`src/rtl/rv_rr_arbiter.sv`:
```
// rv_rr_arbiter: round-robin arbiter sharing one ready/valid channel among N
// upstream requesters, with burst locking and a registered output stage.
//
// Ports:
//   clk, rst          clock, synchronous active-high reset
//   up_data[N*DW]     requester i data at bits [i*DW +: DW]
//   up_valid[N]       per-requester valid
//   up_last[N]        per-requester end-of-burst flag (qualified by up_valid)
//   up_ready[N]       per-requester ready (combinational, at most one bit set)
//   down_data[DW]     registered output data
//   down_last         registered last flag
//   down_src          index of the requester that produced the held beat
//   down_valid        output register holds a beat
//   down_ready        downstream accepts the beat
module rv_rr_arbiter #(
  parameter int unsigned N         = 4,
  parameter int unsigned DW        = 8,
  parameter int unsigned MAX_BURST = 4
) (
  input  logic                 clk,
  input  logic                 rst,
  input  logic [N*DW-1:0]      up_data,
  input  logic [N-1:0]         up_valid,
  input  logic [N-1:0]         up_last,
  output logic [N-1:0]         up_ready,
  output logic [DW-1:0]        down_data,
  output logic                 down_last,
  output logic [$clog2(N)-1:0] down_src,
  output logic                 down_valid,
  input  logic                 down_ready
);

  localparam int unsigned   IW        = $clog2(N);
  localparam logic [3:0]    BURST_LIM = 4'(MAX_BURST);
  localparam logic [IW-1:0] LAST_IDX  = IW'(N - 1);
  localparam logic          SINGLE    = (MAX_BURST == 1);

  typedef enum logic {
    S_IDLE   = 1'b0,
    S_LOCKED = 1'b1
  } state_e;

  // Arbitration state
  state_e        state_q, state_d;
  logic [IW-1:0] ptr_q, ptr_d;
  logic [IW-1:0] owner_q, owner_d;
  logic [3:0]    cnt_q, cnt_d;

  // Output register
  logic [DW-1:0] data_q, data_d;
  logic          last_q, last_d;
  logic [IW-1:0] src_q, src_d;
  logic          valid_q, valid_d;

  // Combinational arbitration signals
  logic          can_load;
  logic          hi_found, lo_found;
  logic [IW-1:0] hi_idx, lo_idx;
  logic          gnt_vld;
  logic [IW-1:0] gnt_idx;
  logic [DW-1:0] sel_data;
  logic          sel_last;
  logic          xfer;

  // Increment modulo N so non-power-of-2 N never yields an index >= N.
  function automatic logic [IW-1:0] inc_mod(input logic [IW-1:0] x);
    return (x == LAST_IDX) ? '0 : IW'(x + 1'b1);
  endfunction

  // Rotating priority scan: lowest valid index at or above ptr wins,
  // otherwise wrap to the lowest valid index overall.
  always_comb begin
    hi_found = 1'b0;
    hi_idx   = '0;
    lo_found = 1'b0;
    lo_idx   = '0;
    for (int i = int'(N) - 1; i >= 0; i--) begin
      if (up_valid[i]) begin
        lo_found = 1'b1;
        lo_idx   = IW'(i);
        if (IW'(i) >= ptr_q) begin
          hi_found = 1'b1;
          hi_idx   = IW'(i);
        end
      end
    end
  end

  // Grant selection and ready generation; data/last never feed up_ready.
  always_comb begin
    can_load = !valid_q || down_ready;
    gnt_vld  = 1'b0;
    gnt_idx  = '0;
    if (state_q == S_LOCKED) begin
      // The owner keeps the channel even while its valid is low.
      gnt_vld = 1'b1;
      gnt_idx = owner_q;
    end else if (hi_found) begin
      gnt_vld = 1'b1;
      gnt_idx = hi_idx;
    end else if (lo_found) begin
      gnt_vld = 1'b1;
      gnt_idx = lo_idx;
    end

    up_ready = '0;
    for (int i = 0; i < int'(N); i++) begin
      up_ready[i] = !rst && gnt_vld && can_load && (gnt_idx == IW'(i));
    end
  end

  // Payload mux for the granted requester.
  always_comb begin
    sel_data = '0;
    sel_last = 1'b0;
    for (int i = 0; i < int'(N); i++) begin
      if (gnt_idx == IW'(i)) begin
        sel_data = up_data[i*DW +: DW];
        sel_last = up_last[i];
      end
    end
  end

  assign xfer = |(up_valid & up_ready);

  // Next-state logic for the arbitration FSM.
  always_comb begin
    state_d = state_q;
    ptr_d   = ptr_q;
    owner_d = owner_q;
    cnt_d   = cnt_q;
    unique case (state_q)
      S_IDLE: begin
        if (xfer) begin
          if (sel_last || SINGLE) begin
            ptr_d = inc_mod(gnt_idx);
          end else begin
            state_d = S_LOCKED;
            owner_d = gnt_idx;
            cnt_d   = 4'd1;
          end
        end
      end
      S_LOCKED: begin
        if (xfer) begin
          cnt_d = 4'(cnt_q + 4'd1);
          if (sel_last || (cnt_d == BURST_LIM)) begin
            state_d = S_IDLE;
            ptr_d   = inc_mod(owner_q);
          end
        end
      end
    endcase
  end

  // Output register: load on transfer, otherwise drain when accepted.
  always_comb begin
    data_d  = data_q;
    last_d  = last_q;
    src_d   = src_q;
    valid_d = valid_q;
    if (xfer) begin
      data_d  = sel_data;
      last_d  = sel_last;
      src_d   = gnt_idx;
      valid_d = 1'b1;
    end else if (down_ready) begin
      valid_d = 1'b0;
    end
  end

  // State and output registers.
  always_ff @(posedge clk) begin
    if (rst) begin
      state_q <= S_IDLE;
      ptr_q   <= '0;
      owner_q <= '0;
      cnt_q   <= '0;
      data_q  <= '0;
      last_q  <= 1'b0;
      src_q   <= '0;
      valid_q <= 1'b0;
    end else begin
      state_q <= state_d;
      ptr_q   <= ptr_d;
      owner_q <= owner_d;
      cnt_q   <= cnt_d;
      data_q  <= data_d;
      last_q  <= last_d;
      src_q   <= src_d;
      valid_q <= valid_d;
    end
  end

  assign down_data  = data_q;
  assign down_last  = last_q;
  assign down_src   = src_q;
  assign down_valid = valid_q;

  // Structural invariants of the grant and the stall behaviour.
  a_ready_onehot : assert property (@(posedge clk) disable iff (rst)
    $onehot0(up_ready));
  a_stall_hold : assert property (@(posedge clk) disable iff (rst)
    (valid_q && !down_ready) |=> (valid_q && $stable(data_q) && $stable(src_q)));
  a_stall_noready : assert property (@(posedge clk) disable iff (rst)
    (valid_q && !down_ready) |-> (up_ready == '0));

endmodule

```
`config.mk`:
```
export PLATFORM = sky130hd
export DESIGN_NAME = rv_rr_arbiter
export DESIGN_NICKNAME = d
export VERILOG_FILES = /design/src/rtl/rv_rr_arbiter.sv
export SDC_FILE = /design/constraint.sdc
export NUM_CORES = 1
export LEC_CHECK = 0
export ABC_AREA = 0
export ABC_CLOCK_PERIOD_IN_PS = 8119
export BUFFER_PORTS_ARGS = -buffer_cell sky130_fd_sc_hd__buf_2
export CORE_ASPECT_RATIO = 1.25
export CORE_MARGIN = 2
export CORE_UTILIZATION = 40
export DETAILED_ROUTE_END_ITERATION = 12
export PLACE_DENSITY = 0.67
export SYNTH_ARGS = -nofsm -noshare
export SYNTH_HDL_FRONTEND = slang
export SYNTH_SLANG_ARGS = --single-unit
```
`constraint.sdc`:
```
create_clock -name clk -period 8.12 [get_ports clk]
set_input_delay 1.218 -clock clk [delete_from_list [all_inputs] [get_ports clk]]
set_output_delay 1.218 -clock clk [all_outputs]
set_load 0.02 [all_outputs]
```
==> qor.txt <==
Worst slew pin tran: 0.706 ns
Die width: 57.6 um
Initial antenna violation count: 0
Hold WS: 0.464 ns
Maximum vdd ir drop: 0.160 mV
Met3 GRT Util: 0.0420
Register area share after synthesis: 0.293
CTS tree: done
Avg Cell Area, Syn: 8.11 um2
Via count: 1,461
Synth cell types: 39
Worst Hold Launch: down_last
Antenna-violating nets left: 0
Worst Skew: 0.00583 ns
Max Fanout on Critical Path: 21
Crit start category: input port
H-Tree Depth: 1
Clk sinks: 21
Setup total negative slack: 0 ns
CTS Buf Count: 3
Final Max Tran Viols: 0
PwrDens: 283 nW/um2
Routed wire per std cell: 13.8 um
R2R Path End: ptr_q[1]
GRT Overall Usage: 0.185
M2 GR Usage: 0.321
Synthesized net count: 227
Area Overhead vs Synth: 20.7%
Max clock buf depth: 2
RSZ-0062 raised after global routing: no
GPL Wtd Cong: 0.802
Die Ht: 71.0 um
Routing usage on met1: 0.230
Reg2reg path depth: 8
Final hold violation count: 0
Worst-skew pair later-pin latency: 0.27 ns
R2R Setup Slk: 4.62 ns
Post-Place Setup Slack: 3.54 ns
Fin crit share: 0.566
Buffers on Ports: 58
Hold crit path type: register to register
Iteration-0 DRC Markers: 140
Required @ worst endpoint: 6.90 ns
Die area: 4090 um2
Root Buffer: clkbuf_8
Launch point of the worst reg-to-reg path: state_q
Vias per inst: 5.49
Outcome: completed
Setup CP Type: input port to output pin
I/O pin total: 59
Post-detail-place hpwl: 2710 um
Ys async rst share: 0
Post-synth EDFFs: 0
Post-CTS setup buffers: 0
Pwr Total: 0.491 mW
Ys flop type: dfxtp_1
End of the worst hold path: down_last
Drt total wl: 3660 um
Residual DRC: 0
PostCTS Resize Cnt: 0
LEAKAGE: 0.788 nW
Final nets: 278
Grt total ovfl: 0
Hold-fix buffers, CTS: 0
Vias in the first global route: 1,359
Final setup viols: 0
Relative slew slack: 0.529
Setup crit end kind: output pin
Maximum clock rate: 217 MHz
Crit path arrival time: 3.38 ns
Worst-path clk slew: 0.08 ns
N_diodes: 0
Mapped cell area: 1440 um2
Std-Cell Rows: 24
Ys Warns: 0
Min Tclk post-route: 4.60 ns
Final worst slack: 3.52 ns
Layout cells sized above 1: 0.304
Mapped Cells: 177
First-pass GRT wire length: 6100 um
Top Usage Layer GRT: met2
Synth Register Bits: 21
Hold Path Stages: 2
TritonRoute pass-1 iters: 6
Starting Density: 0.416
Core Region: 3450 um2
Max Cap Violations: 0
Largest net degree at the start of global routing: 22
metal layers:
layer,vias to the layer above,wire length [um]
met4,0,42
met3,4,380
met2,60,1680
met5,-,0
li1,743,-
met1,654,1560
metrics by stage:
| step | area [um2] | utilization | std cells |
|---|---|---|---|
| finish | 1730 | 0.501 | 266 |
| global route | 1730 | 0.501 | 266 |
| CTS | 1730 | 0.501 | 266 |
| detailed placement | 1690 | 0.488 | 262 |
| global placement | 1690 | 0.488 | 262 |
| floorplan | 1440 | - | 177 |
state kept, by name, indices dropped and copies added (netlist names):
register and cells:
owner_q 2, down_data 8, down_last 1, down_valid 1, ptr_q 2, state_q 1
down_src 2, cnt_q 4
layout by cell type, fill, tap and decap left out, types with 9 or more instances in the layout:
cell type	n
a221oi_1	9
nor2_1	19
a211oi_1	11
a21oi_1	11
dfxtp_1	21
nand2_1	12
nor3_1	17
buf_2	58
nor2b_1	11
worst max-delay path by stage:
stage / cells past startpoint / startpoint / slack [ns] / to
floorplan: 9 / up_valid[3] / 3.90 / up_ready[3]
global placement: 9 / up_valid[3] / 3.62 / up_ready[3]
detailed placement: 9 / up_valid[3] / 3.54 / up_ready[3]
CTS: 9 / up_valid[3] / 3.53 / up_ready[3]
global route: 9 / up_valid[3] / 3.30 / up_ready[3]
finish: 9 / up_valid[3] / 3.52 / up_ready[3]
report_power, final:
part | switching [mW] | internal (mW)
clock network | 0.0369 | 0.0343
registers | 0.0189 | 0.126
logic | 0.164 | 0.110
total | 0.220 | 0.270
critical path, stage by stage:
cell      delay [ns]
buf_2           0.11
inv_1           0.05
a22o_1          0.22
a211oi_1        0.37
a21boi_0        0.28
inv_1           0.14
ha_1            0.62
and2_1          0.21
buf_2           0.16
cell type report:
class / instances / area, um2
Inverter: 7 / 26.3
Clock inverter: 1 / 5.00
Multi-Input combinational cell: 137 / 900
Tap cell: 39 / 48.8
Timing Repair Buffer: 58 / 290
Fill cell: 338 / 1720
Sequential cell: 21 / 420
Clock buffer: 3 / 41.3
kinds of logic after synthesis:
| logic type | share of synthesized area |
|---|---|
| simple gates | 0.285 |
| compound gates | 0.253 |
| flops | 0.293 |
| buf+inv | 0.0802 |
| fa+ha+maj | 0.0610 |
| mux | 0.0279 |
cell usage after synthesis, drive strengths merged (2+ instances only):
| cell type | n | area [um2] |
|---|---|---|
| nand2b | 2 | 12.5 |
| nor3 | 17 | 85.1 |
| a21oi | 11 | 55.1 |
| ha | 7 | 87.6 |
| mux2i | 4 | 40.0 |
| and2b | 3 | 23.8 |
| nand2 | 13 | 56.3 |
| nor2 | 20 | 82.6 |
| buf | 7 | 60.1 |
| inv | 7 | 26.3 |
| and2 | 5 | 31.3 |
| dfxtp | 21 | 420 |
| clkbuf | 5 | 28.8 |
| nand3 | 3 | 15.0 |
| a211oi | 12 | 103 |
| o21ai | 4 | 20.0 |
| nor2b | 11 | 68.8 |
| a211o | 2 | 18.8 |
| a221oi | 9 | 78.8 |
| a22oi | 2 | 15.0 |
No activity file was read; power rests on OpenSTA's default activity.
